`config.mk`:
```
export PLATFORM = sky130hd
export DESIGN_NAME = ldb_axi_req_arb
export DESIGN_NICKNAME = d
export VERILOG_FILES = /design/src/rtl/ldb_axi_req_arb.sv
export SDC_FILE = /design/constraint.sdc
export NUM_CORES = 1
export LEC_CHECK = 0
export CAP_MARGIN = 20
export CORE_AREA = 2 2 196 198
export CTS_CLUSTER_SIZE = 28
export DETAILED_ROUTE_END_ITERATION = 8
export DIE_AREA = 0 0 198 200
export SYNTH_ARGS = -nofsm -noshare
export SYNTH_HDL_FRONTEND = slang
export SYNTH_SLANG_ARGS = --single-unit
export TNS_END_PERCENT = 30
```
`constraint.sdc`:
```
create_clock -name clk -period 1.64 [get_ports clk]
set_input_delay 0.328 -clock clk [delete_from_list [all_inputs] [get_ports clk]]
set_output_delay 0.328 -clock clk [all_outputs]
set_load 0.01 [all_outputs]
```
`src/rtl/ldb_axi_req_arb.sv`:
```
// Round-robin arbiter sharing one AXI read master among NUM_REQ requesters.
// One transfer in flight; a WAIT timeout aborts the transfer with an error pulse.
module ldb_axi_req_arb #(
    parameter int NUM_REQ        = 2,
    parameter int AXI_ADDR_W     = 64,
    parameter int AXI_DATA_W     = 128,
    parameter int TIMEOUT_CYCLES = 1024
) (
    input  logic                          clk,
    input  logic                          rst_n,
    input  logic [NUM_REQ-1:0]            req_valid,
    output logic [NUM_REQ-1:0]            req_ready,
    input  logic [NUM_REQ*AXI_ADDR_W-1:0] req_addr,
    input  logic [NUM_REQ*9-1:0]          req_len,
    output logic [NUM_REQ-1:0]            req_done,
    output logic [NUM_REQ-1:0]            req_err,
    output logic [NUM_REQ-1:0]            data_valid,
    output logic [AXI_DATA_W-1:0]         data_out,
    output logic                          data_last,
    output logic                          m_req_valid,
    input  logic                          m_req_ready,
    output logic [AXI_ADDR_W-1:0]         m_req_addr,
    output logic [8:0]                    m_req_len,
    input  logic                          m_req_done,
    input  logic                          m_req_err,
    input  logic                          m_out_valid,
    input  logic [AXI_DATA_W-1:0]         m_out_data,
    input  logic                          m_out_last,
    output logic                          busy,
    output logic [1:0]                    grant_id,
    output logic                          tout_err,
    output logic                          stray_err
);

    localparam int CNT_W = $clog2(TIMEOUT_CYCLES + 1);

    typedef enum logic [1:0] {S_IDLE, S_ISSUE, S_WAIT} state_t;

    state_t              r_state, w_state_nxt;
    logic [1:0]          r_last, w_last_nxt;
    logic [1:0]          r_grant, w_grant_nxt;
    logic [CNT_W-1:0]    r_cnt, w_cnt_nxt;
    logic                r_tout_pulse, w_tout_pulse_nxt;
    logic                r_tout_err, r_stray_err;

    logic                w_sel_found;
    logic [1:0]          w_sel;
    logic                w_sel_len0;
    logic [AXI_ADDR_W-1:0] w_gnt_addr;
    logic [8:0]          w_gnt_len;

    // Round-robin search starting just after the last granted requester.
    always_comb begin
        w_sel_found = 1'b0;
        w_sel       = '0;
        w_sel_len0  = 1'b0;
        for (int i = 1; i <= NUM_REQ; i++) begin
            for (int j = 0; j < NUM_REQ; j++) begin
                if (!w_sel_found && req_valid[j] &&
                    (j == (int'(r_last) + i) % NUM_REQ)) begin
                    w_sel_found = 1'b1;
                    w_sel       = 2'(j);
                end
            end
        end
        for (int j = 0; j < NUM_REQ; j++) begin
            if (w_sel == 2'(j)) begin
                w_sel_len0 = (req_len[j*9 +: 9] == 9'd0);
            end
        end
    end

    always_comb begin
        w_gnt_addr = '0;
        w_gnt_len  = '0;
        for (int j = 0; j < NUM_REQ; j++) begin
            if (r_grant == 2'(j)) begin
                w_gnt_addr = req_addr[j*AXI_ADDR_W +: AXI_ADDR_W];
                w_gnt_len  = req_len[j*9 +: 9];
            end
        end
    end

    always_comb begin
        w_state_nxt      = r_state;
        w_last_nxt       = r_last;
        w_grant_nxt      = r_grant;
        w_cnt_nxt        = r_cnt;
        w_tout_pulse_nxt = 1'b0;
        m_req_valid      = 1'b0;
        m_req_addr       = '0;
        m_req_len        = '0;
        req_ready        = '0;
        req_done         = '0;
        req_err          = '0;
        data_valid       = '0;
        case (r_state)
            S_IDLE: begin
                if (w_sel_found) begin
                    w_grant_nxt = w_sel;
                    if (w_sel_len0) begin
                        w_last_nxt = w_sel;
                    end else begin
                        w_state_nxt = S_ISSUE;
                    end
                end
            end
            S_ISSUE: begin
                m_req_valid = 1'b1;
                m_req_addr  = w_gnt_addr;
                m_req_len   = w_gnt_len;
                if (m_req_ready) begin
                    w_state_nxt = S_WAIT;
                    w_cnt_nxt   = '0;
                end
            end
            S_WAIT: begin
                if (m_req_done || m_req_err) begin
                    w_state_nxt = S_IDLE;
                    w_last_nxt  = r_grant;
                end else if (r_cnt == CNT_W'(TIMEOUT_CYCLES - 1)) begin
                    w_state_nxt      = S_IDLE;
                    w_last_nxt       = r_grant;
                    w_tout_pulse_nxt = 1'b1;
                end else begin
                    w_cnt_nxt = r_cnt + CNT_W'(1);
                end
            end
            default: w_state_nxt = S_IDLE;
        endcase

        for (int j = 0; j < NUM_REQ; j++) begin
            if (r_grant == 2'(j)) begin
                req_ready[j]  = (r_state == S_ISSUE) && m_req_ready;
                data_valid[j] = (r_state == S_WAIT) && m_out_valid;
                req_done[j]   = (r_state == S_WAIT) && m_req_done;
                req_err[j]    = ((r_state == S_WAIT) && m_req_err) || r_tout_pulse;
            end
            // Zero-length requests are rejected in IDLE without reaching the master.
            if ((r_state == S_IDLE) && w_sel_found && w_sel_len0 && (w_sel == 2'(j))) begin
                req_err[j] = 1'b1;
            end
        end
    end

    always_ff @(posedge clk or negedge rst_n) begin
        if (!rst_n) begin
            r_state      <= S_IDLE;
            r_last       <= 2'(NUM_REQ - 1);
            r_grant      <= '0;
            r_cnt        <= '0;
            r_tout_pulse <= 1'b0;
            r_tout_err   <= 1'b0;
            r_stray_err  <= 1'b0;
        end else begin
            r_state      <= w_state_nxt;
            r_last       <= w_last_nxt;
            r_grant      <= w_grant_nxt;
            r_cnt        <= w_cnt_nxt;
            r_tout_pulse <= w_tout_pulse_nxt;
            if (w_tout_pulse_nxt) begin
                r_tout_err <= 1'b1;
            end
            if (m_out_valid && (r_state != S_WAIT)) begin
                r_stray_err <= 1'b1;
            end
        end
    end

    assign data_out  = m_out_data;
    assign data_last = m_out_last;
    assign busy      = (r_state != S_IDLE);
    assign grant_id  = r_grant;
    assign tout_err  = r_tout_err;
    assign stray_err = r_stray_err;

endmodule

```
Word-level counts from Yosys, hierarchy flattened
Cells that the tools add are included.

Mux-type cells: 44. $add $sub $neg: 3. Bitwise gates (word level): 2. Reductions and logical operators: 35. Equal/unequal tests: 15.

Operator list (number): 64-bit 2-to-1 mux (3); 32-bit logical NOT (2); 11-bit 2-to-1 mux (3); 9-bit 2-to-1 mux (3); 1-bit 2-to-1 mux (25); 11-bit one-hot mux with 2 select lines (1); 9-bit logical NOT (2); 1-bit logical AND (16); 2-bit 2-to-1 mux (7); 2-bit != test (second input constant) (7); 4-bit AND reduction (3); 11-bit by 1-bit adder with 11-bit output (second input constant) (1); 11-bit by 10-bit equality test with 1-bit output (second input constant) (1); 2-bit by 1-bit equality test with 1-bit output (second input constant) (3); 2-bit logical NOT (3); 2-bit one-hot mux with 3 select lines (1); 2-bit nonzero test (3); 2-bit equality test (first input constant) (2); 1-bit logical NOT (3); 3-bit != test (second input constant) (1); 1-bit adder (second input constant) (2); 1-bit bitwise AND (first input constant) (2); 2-bit equality test (second input constant) (1); 1-bit logical OR (2); other kinds (2) (2).

Input port bits: 283. Register bits after elaboration: 19. Output and inout bits: 216.

Logic depth before layout (Yosys ltp)
Gate-level depths: netlist of run 1.

Word-level depth: 23. Mapped depth: 7. Gate-level depth less buffers: 6.

Least setup slack after synthesis of run 1
Ideal clock, no wire load.

Path type: reg2out. From: reg r_grant[0] (netlist: grant_id[0]). To: out m_req_addr[47]. Arrival time: 1.398 ns. Buffers on the path: 3. Setup slack: -0.086 ns. Cell stages (with the launch flop): 6. Path through: dfrtp_1 -> clkbuf_1 -> buf_2 -> buf_2 -> mux2i_1 -> nor2_1.

Word-level cells in the longest chain between the ends: 4. Elaborated cells between the ends (all ways): 5.

RTL lines: start: declaration (RTL line 41) `logic [1:0] r_grant, w_grant_nxt;`; start signal: assignment (RTL line 158) `r_grant <= w_grant_nxt;`; 2-bit logical NOT (RTL line 77) `if (r_grant == 2'(j)) begin`; 64-bit 2-to-1 mux (RTL line 77); 64-bit 2-to-1 mux (*) (RTL line 77); 64-bit 2-to-1 mux (*) (RTL line 97) `case (r_state)`; end: declaration (RTL line 22) `output logic [AXI_ADDR_W-1:0] m_req_addr,`.

Every way passes the cells marked *; elsewhere a longest branch is shown, timed or not.

Final worst setup path of run 1
From: reg r_grant[0] (netlist: grant_id[0]). To: out m_req_addr[44].

Same word-level chain as after synthesis.

==> flow_summary.json, run 1 <==
{
  "status": "finished with violations",
  "violations": "negative setup slack",
  "final_cell_area_sq_um": 5900,
  "synth_edf_count": 0,
  "ys_ff_latch": 18,
  "finalWorstPathRequiredPeriod_ns": 1.91,
  "dieArea_sq_um": 39600,
  "wire_per_inst_microns": 14.5,
  "fmax_mhz": 523,
  "antenna_found_initial": 0,
  "drc": 0,
  "ys_types": 37,
  "rsz0062_at_grt": "true",
  "gr-max-usage-layer": "met2",
  "h-tree-depth": 1,
  "drive_gt1_share_pct": 40.6,
  "clk_latency_ns": 0.25,
  "io_pins": 499,
  "cpPeakStageDelay_ns": 0.49,
  "placed_cell_area_sq_um": 5600,
  "wl_microns": 15900,
  "path_delay_family": "buffers and inverters",
  "r2r-end": "r_last[0]$_DFFE_PN1P_",
  "grt-ovfl-total": 0,
  "grtUsageMet1_pct": 6.57,
  "firstDrtPassIters": 4,
  "slew_viol_final": 0,
  "area_growth_pct": 92.3,
  "dp_slack_ns": -1.13,
  "worst_ep_required_time_ns": 1.31,
  "gp_congestion": 0.790,
  "rr_worst_depth": 6,
  "cts_num_sinks": 18,
  "route.vias.total": 3398,
  "fillCellCount": 4281,
  "syn-cell-area_sq_um": 3070,
  "ant_nets": 0,
  "grt_pass1_vias": 3369,
  "numCtsBuffers": 3,
  "layout_setup_ws_ns": -0.271,
  "via_per_inst": 3.10,
  "path_cells": "buf_6, buf_4, mux2i_1, nor2_1, dlygate4sd2_1",
  "cp.arrival_ns": 1.58,
  "fin_nets": 869,
  "die_y_microns": 200,
  "critPathLaunchType": "register",
  "min_path_type": "primary input to asynchronous set/reset pin",
  "reg2reg_from": "r_state[0]$_DFFE_PN0P_",
  "cp-end-kind": "output port",
  "final_cell_mix": "clkdlybuf4s50_1 (141), buf_2 (67), mux2i_1 (65)",
  "max-cap-violations": 0,
  "num_rows": 71,
  "synthArstFlopShare_pct": 100,
  "period_share_pct": 117,
  "regArea_sq_um": 457,
  "setup_tns_ns": -13.50,
  "cts_tree": "built",
  "grt_max_degree": 45,
  "netlist_instances": 406,
  "port_buffers": 239,
  "leakage_uw": 0.00267,
  "synth-warning-count": 0,
  "hold_violations": 0,
  "path_max_fanout": 7,
  "grt_pass1_wl_microns": 20000,
  "grt_usage_pct": 6.86,
  "antennaDiodeCount": 0,
  "power.density_nw_per_um2": 1230,
  "final_common_cell": "clkdlybuf4s50_1",
  "gr-usage-met3_pct": 2.42,
  "drt-initial-drc-count": 112,
  "finalPower_uw": 7240,
  "crit_buf_inv": 3,
  "die_width_microns": 198,
  "cts.clk_slew.worst_paths_ns": 0.06,
  "crit_slowest_cell": "dfrtp_4",
  "ys_seq_area_share_pct": 14.7,
  "core_sq_um": 37400,
  "syn_area_per_cell_sq_um": 7.56,
  "rrSetupSlack_ns": -0.26,
  "multi_input_area_sq_um": 1820,
  "ir_worst_vdd_uv": 505,
  "start_util_pct": 8.21,
  "fin_worst_skew_ns": 0.00551,
  "setup_viol": 96,
  "clockBufferDepth": 2,
  "path_class": "register to output port",
  "synthFlopType": "dfrtp_1",
  "hpwl_microns": 12300,
  "ctsRootBufferMaster": "clkbuf_16",
  "grtUsageMet2_pct": 12.2,
  "syn_nets": 690,
  "hold_slack_ns": 0.427
}
-- metal layers --
layer / vias up / wire [microns]
met3: 80 / 1720
met2: 222 / 7680
met1: 1524 / 5340
li1: 1570 / -
met5: - / 45
met4: 2 / 1100
-- cells in the mapped netlist (all sizes together), types with 2 or more instances --
cell type	n	share of area, %
buf	141	33
mux2i	73	24
o21ai	6	0.98
o22ai	3	0.61
nand4	2	0.41
mux2	2	0.73
a21boi	2	0.49
nor2	88	11
xnor2	7	2.0
clkbuf	9	1.1
or2	2	0.41
nand2b	3	0.61
nor4	5	1.5
a21oi	3	0.49
nand3	6	0.98
nor3	7	1.1
and3	4	0.82
nor3b	3	0.73
dfrtp	17	14
inv	5	0.61
nand2	6	0.73
-- worst max path at each step --
stage,from,end,slack [ns],cells after the start
after floorplan,grant_id[0]$_DFFE_PN0P_,m_req_addr[0],-0.04,4
after global placement,req_len[4],req_err[0],-1.26,7
after detailed placement,req_len[4],req_err[0],-1.13,7
after CTS,r_state[1]$_DFFE_PN0P_,m_req_addr[59],-0.31,5
after global routing,r_state[0]$_DFFE_PN0P_,r_last[0]$_DFFE_PN1P_,-0.34,6
final,grant_id[0]$_DFFE_PN0P_,m_req_addr[44],-0.27,5
-- cell type report --
class	instances	area share, %
sequential	18	7.74
clock buffer	4	1.50
multi-input combinational	233	30.8
inverter	5	0.318
timing repair buffer	324	48.8
tap	511	10.8
-- metrics by stage --
stage          util [%]  instances
3_5_place_dp       15.0       1073
5_1_grt            15.8       1095
4_1_cts            15.5       1083
6_report           15.8       1095
2_1_floorplan         -        406
3_3_place_gp       15.0       1073
-- logic make-up after synthesis --
logic type / after synthesis / synth area share [%]
buffers and inverters: 155 / 35.1
AND/OR/NAND/NOR: 132 / 19.9
multiplexers: 75 / 24.5
flip-flops: 18 / 14.7
AO/OA/AOI/OAI: 17 / 3.30
XOR/XNOR: 7 / 2.00
adder cells (fa/ha/maj): 1 / 0.408
other: 1 / 0.122
-- sequential cells by signal, summed over array words and instances (netlist names) --
signal and cells:
tout_err 1, stray_err 1, r_tout_pulse 1, r_state 2, r_last 1, grant_id 1, r_cnt 11
-- power breakdown --
group | switching (uW) | internal, uW
clock network | 177 | 371
logic | 2910 | 3170
registers | 79.1 | 528
-- worst register-to-register path: cells and delay by family (launching register included) --
kind | cells | cell delay, ns
AND/OR/NAND/NOR | 3 | 0.82
AO/OA/AOI/OAI | 1 | 0.09
flip-flops | 1 | 0.45
multiplexers | 1 | 0.33
buffers and inverters | 1 | 0.14
-- repair_timing --
| action | CTS | global route |
|---|---|---|
| pin swaps | 10 | 14 |
| gates cloned | 0 | 4 |
| hold buffers | 0 | 0 |
| setup endpoints to repair | 100 | 97 |
| setup buffers | 7 | 8 |
| gates resized for setup | 331 | 114 |
Note: power is estimated with default switching activity, not from simulation.
==> run 2: changes to the inputs <==
Settings changed: GPL_ROUTABILITY_DRIVEN from default to 1.
==> results of run 2 <==
Same layout as run 1: the final DEF is identical, and so are final timing and power.
==> run 3: changes to the inputs <==
Settings changed: ABC_CLOCK_PERIOD_IN_PS from default to 1640, CELL_PAD_IN_SITES_DETAIL_PLACEMENT from default to 0, CELL_PAD_IN_SITES_GLOBAL_PLACEMENT from default to 2, CORE_AREA 2 2 196 198 to 2 2 195 197, DIE_AREA 0 0 198 200 to 0 0 197 199, PLACE_DENSITY_LB_ADDON from default to 0.1.
==> flow_summary.json, run 3 (synthesized netlist as in run 1, its figures left out) <==
{
  "fmax_mhz": 524,
  "crit_slowest_cell": "dfrtp_4",
  "final_common_cell": "clkdlybuf4s50_1",
  "firstDrtPassIters": 4,
  "gp_congestion": 0.712,
  "die_width_microns": 197,
  "layout_setup_ws_ns": -0.269,
  "fin_worst_skew_ns": 0.00558,
  "rr_worst_depth": 6,
  "dieArea_sq_um": 39200,
  "top_regs": "r_cnt x11, r_state x2",
  "grt_pass1_wl_microns": 24600,
  "critPathLaunchType": "register",
  "clk_latency_ns": 0.25,
  "cp.arrival_ns": 1.58,
  "setup_viol": 95,
  "min_path_type": "primary input to register",
  "period_share_pct": 116,
  "drive_gt1_share_pct": 35.9,
  "fillCellCount": 4269,
  "power.density_nw_per_um2": 1230,
  "cp-end-kind": "output port",
  "slew_viol_final": 0,
  "setup_tns_ns": -15.57,
  "antenna_found_initial": 0,
  "numCtsBuffers": 3,
  "rrSetupSlack_ns": -0.23,
  "grt_max_degree": 38,
  "h-tree-depth": 1,
  "cts.clk_slew.worst_paths_ns": 0.06,
  "ctsHoldBuffers": 0,
  "max-cap-violations": 0,
  "final_cell_area_sq_um": 5760,
  "worstHoldPathCells": 2,
  "io_pins": 499,
  "path_class": "register to output port",
  "grt_pass1_vias": 3670,
  "drc": 0,
  "rsz0062_at_grt": "true",
  "hold_slack_ns": 0.408,
  "cts_tree": "built",
  "start_util_pct": 8.27,
  "core_sq_um": 37100,
  "leakage_uw": 0.00271,
  "hpwl_microns": 15000,
  "via_per_inst": 3.09,
  "clockBufferDepth": 2,
  "dp_slack_ns": -1.29,
  "cpPeakStageDelay_ns": 0.50,
  "r2r-end": "r_last[0]$_DFFE_PN1P_",
  "worst_ep_required_time_ns": 1.31,
  "grt-ovfl-total": 0,
  "area_growth_pct": 87.8,
  "path_max_fanout": 5,
  "regMostFlops": "r_cnt",
  "placed_cell_area_sq_um": 5430,
  "port_buffers": 239,
  "status": "finished with violations",
  "drt-initial-drc-count": 56,
  "ir_worst_vdd_uv": 338,
  "whs_endpoint": "r_tout_pulse$_DFF_PN0_",
  "cts_num_sinks": 18,
  "grt_usage_pct": 8.59,
  "fin_nets": 862,
  "route.vias.total": 3246,
  "multi_input_area_sq_um": 1750,
  "regArea_sq_um": 457,
  "violations": "negative setup slack",
  "path_cells": "buf_12, buf_4, buf_16, mux2i_1, nor2_1, buf_2",
  "wire_per_inst_microns": 16.6,
  "largest_register_ffs": 11,
  "finalPower_uw": 7060,
  "finalWorstPathRequiredPeriod_ns": 1.91,
  "hold_start": "m_req_err",
  "wl_microns": 17500,
  "ctsRootBufferMaster": "clkbuf_16",
  "final_cell_mix": "clkdlybuf4s50_1 (135), nor2_1 (79), mux2i_1 (69)",
  "hold_violations": 0,
  "num_rows": 71,
  "reg2reg_from": "r_state[0]$_DFFE_PN0P_",
  "die_y_microns": 199,
  "ant_nets": 0
}
==> run 3: cell types whose count changed in the layout (fill, tap and decap cells not counted), moves of 6 or more <==
cell / delta
buf_4: +8
clkdlybuf4s50_1: -6
dlymetal6s2s_1: +6
buf_6: -11
nor2_2: -21
nor2_1: +18
==> run 3: power by group <==
group	internal (uW)	total, uW	switching, uW	leakage [uW]
Combinational	3120	5910	2790	0.00243
Sequential	527	597	69.4	0.000235
Clock	372	558	186	0.0000442
Total	4020	7060	3050	0.00271
==> run 3: critical path, delay by kind of cell, from the launching register on <==
family	cells	cell delay [ns]
buf+inv	4	0.60
simple gates	1	0.11
flops	1	0.50
mux	1	0.11
==> run 3: how the worst max path moves through the flow <==
stage,from,endpoint,slack (ns),depth (start not counted)
finish,grant_id[0]$_DFFE_PN0P_,m_req_len[3],-0.27,6
detailed placement,req_len[16],req_err[1],-1.29,6
global placement,req_len[16],req_err[1],-1.35,6
floorplan,grant_id[0]$_DFFE_PN0P_,m_req_addr[0],-0.04,4
CTS,req_len[15],req_err[1],-0.31,6
global route,grant_id[0]$_DFFE_PN0P_,m_req_addr[36],-0.35,6
==> run 3: layout make-up <==
cell class	count	share of cell area, %
Timing Repair Buffer	317	49.4
Multi-Input combinational cell	233	30.4
Tap cell	474	10.3
Sequential cell	18	7.92
Clock buffer	4	1.54
Inverter	5	0.412
Antenna cell	1	0.0434
==> run 3: what timing repair did <==
item | in CTS | in global routing
resized for setup | 375 | 62
pin swaps | 11 | 14
gates cloned | 2 | 0
buffers inserted | 11 | 17
endpoints found under the setup margin | 100 | 98
==> run 3: layer usage <==
metal	global-route usage [%]	part of all wire, %	vias to the layer above
li1	-	-	1553
met1	8.30	34	1462
met2	16.9	54	187
met3	3.46	9.8	44
met4	1.98	2.0	0
met5	0	0	-
==> run 3: per-stage QoR <==
stage,utilization (%),instances
2_1_floorplan,-,406
3_3_place_gp,14.6,1017
3_5_place_dp,14.6,1017
4_1_cts,15.0,1034
5_1_grt,15.5,1051
6_report,15.5,1052
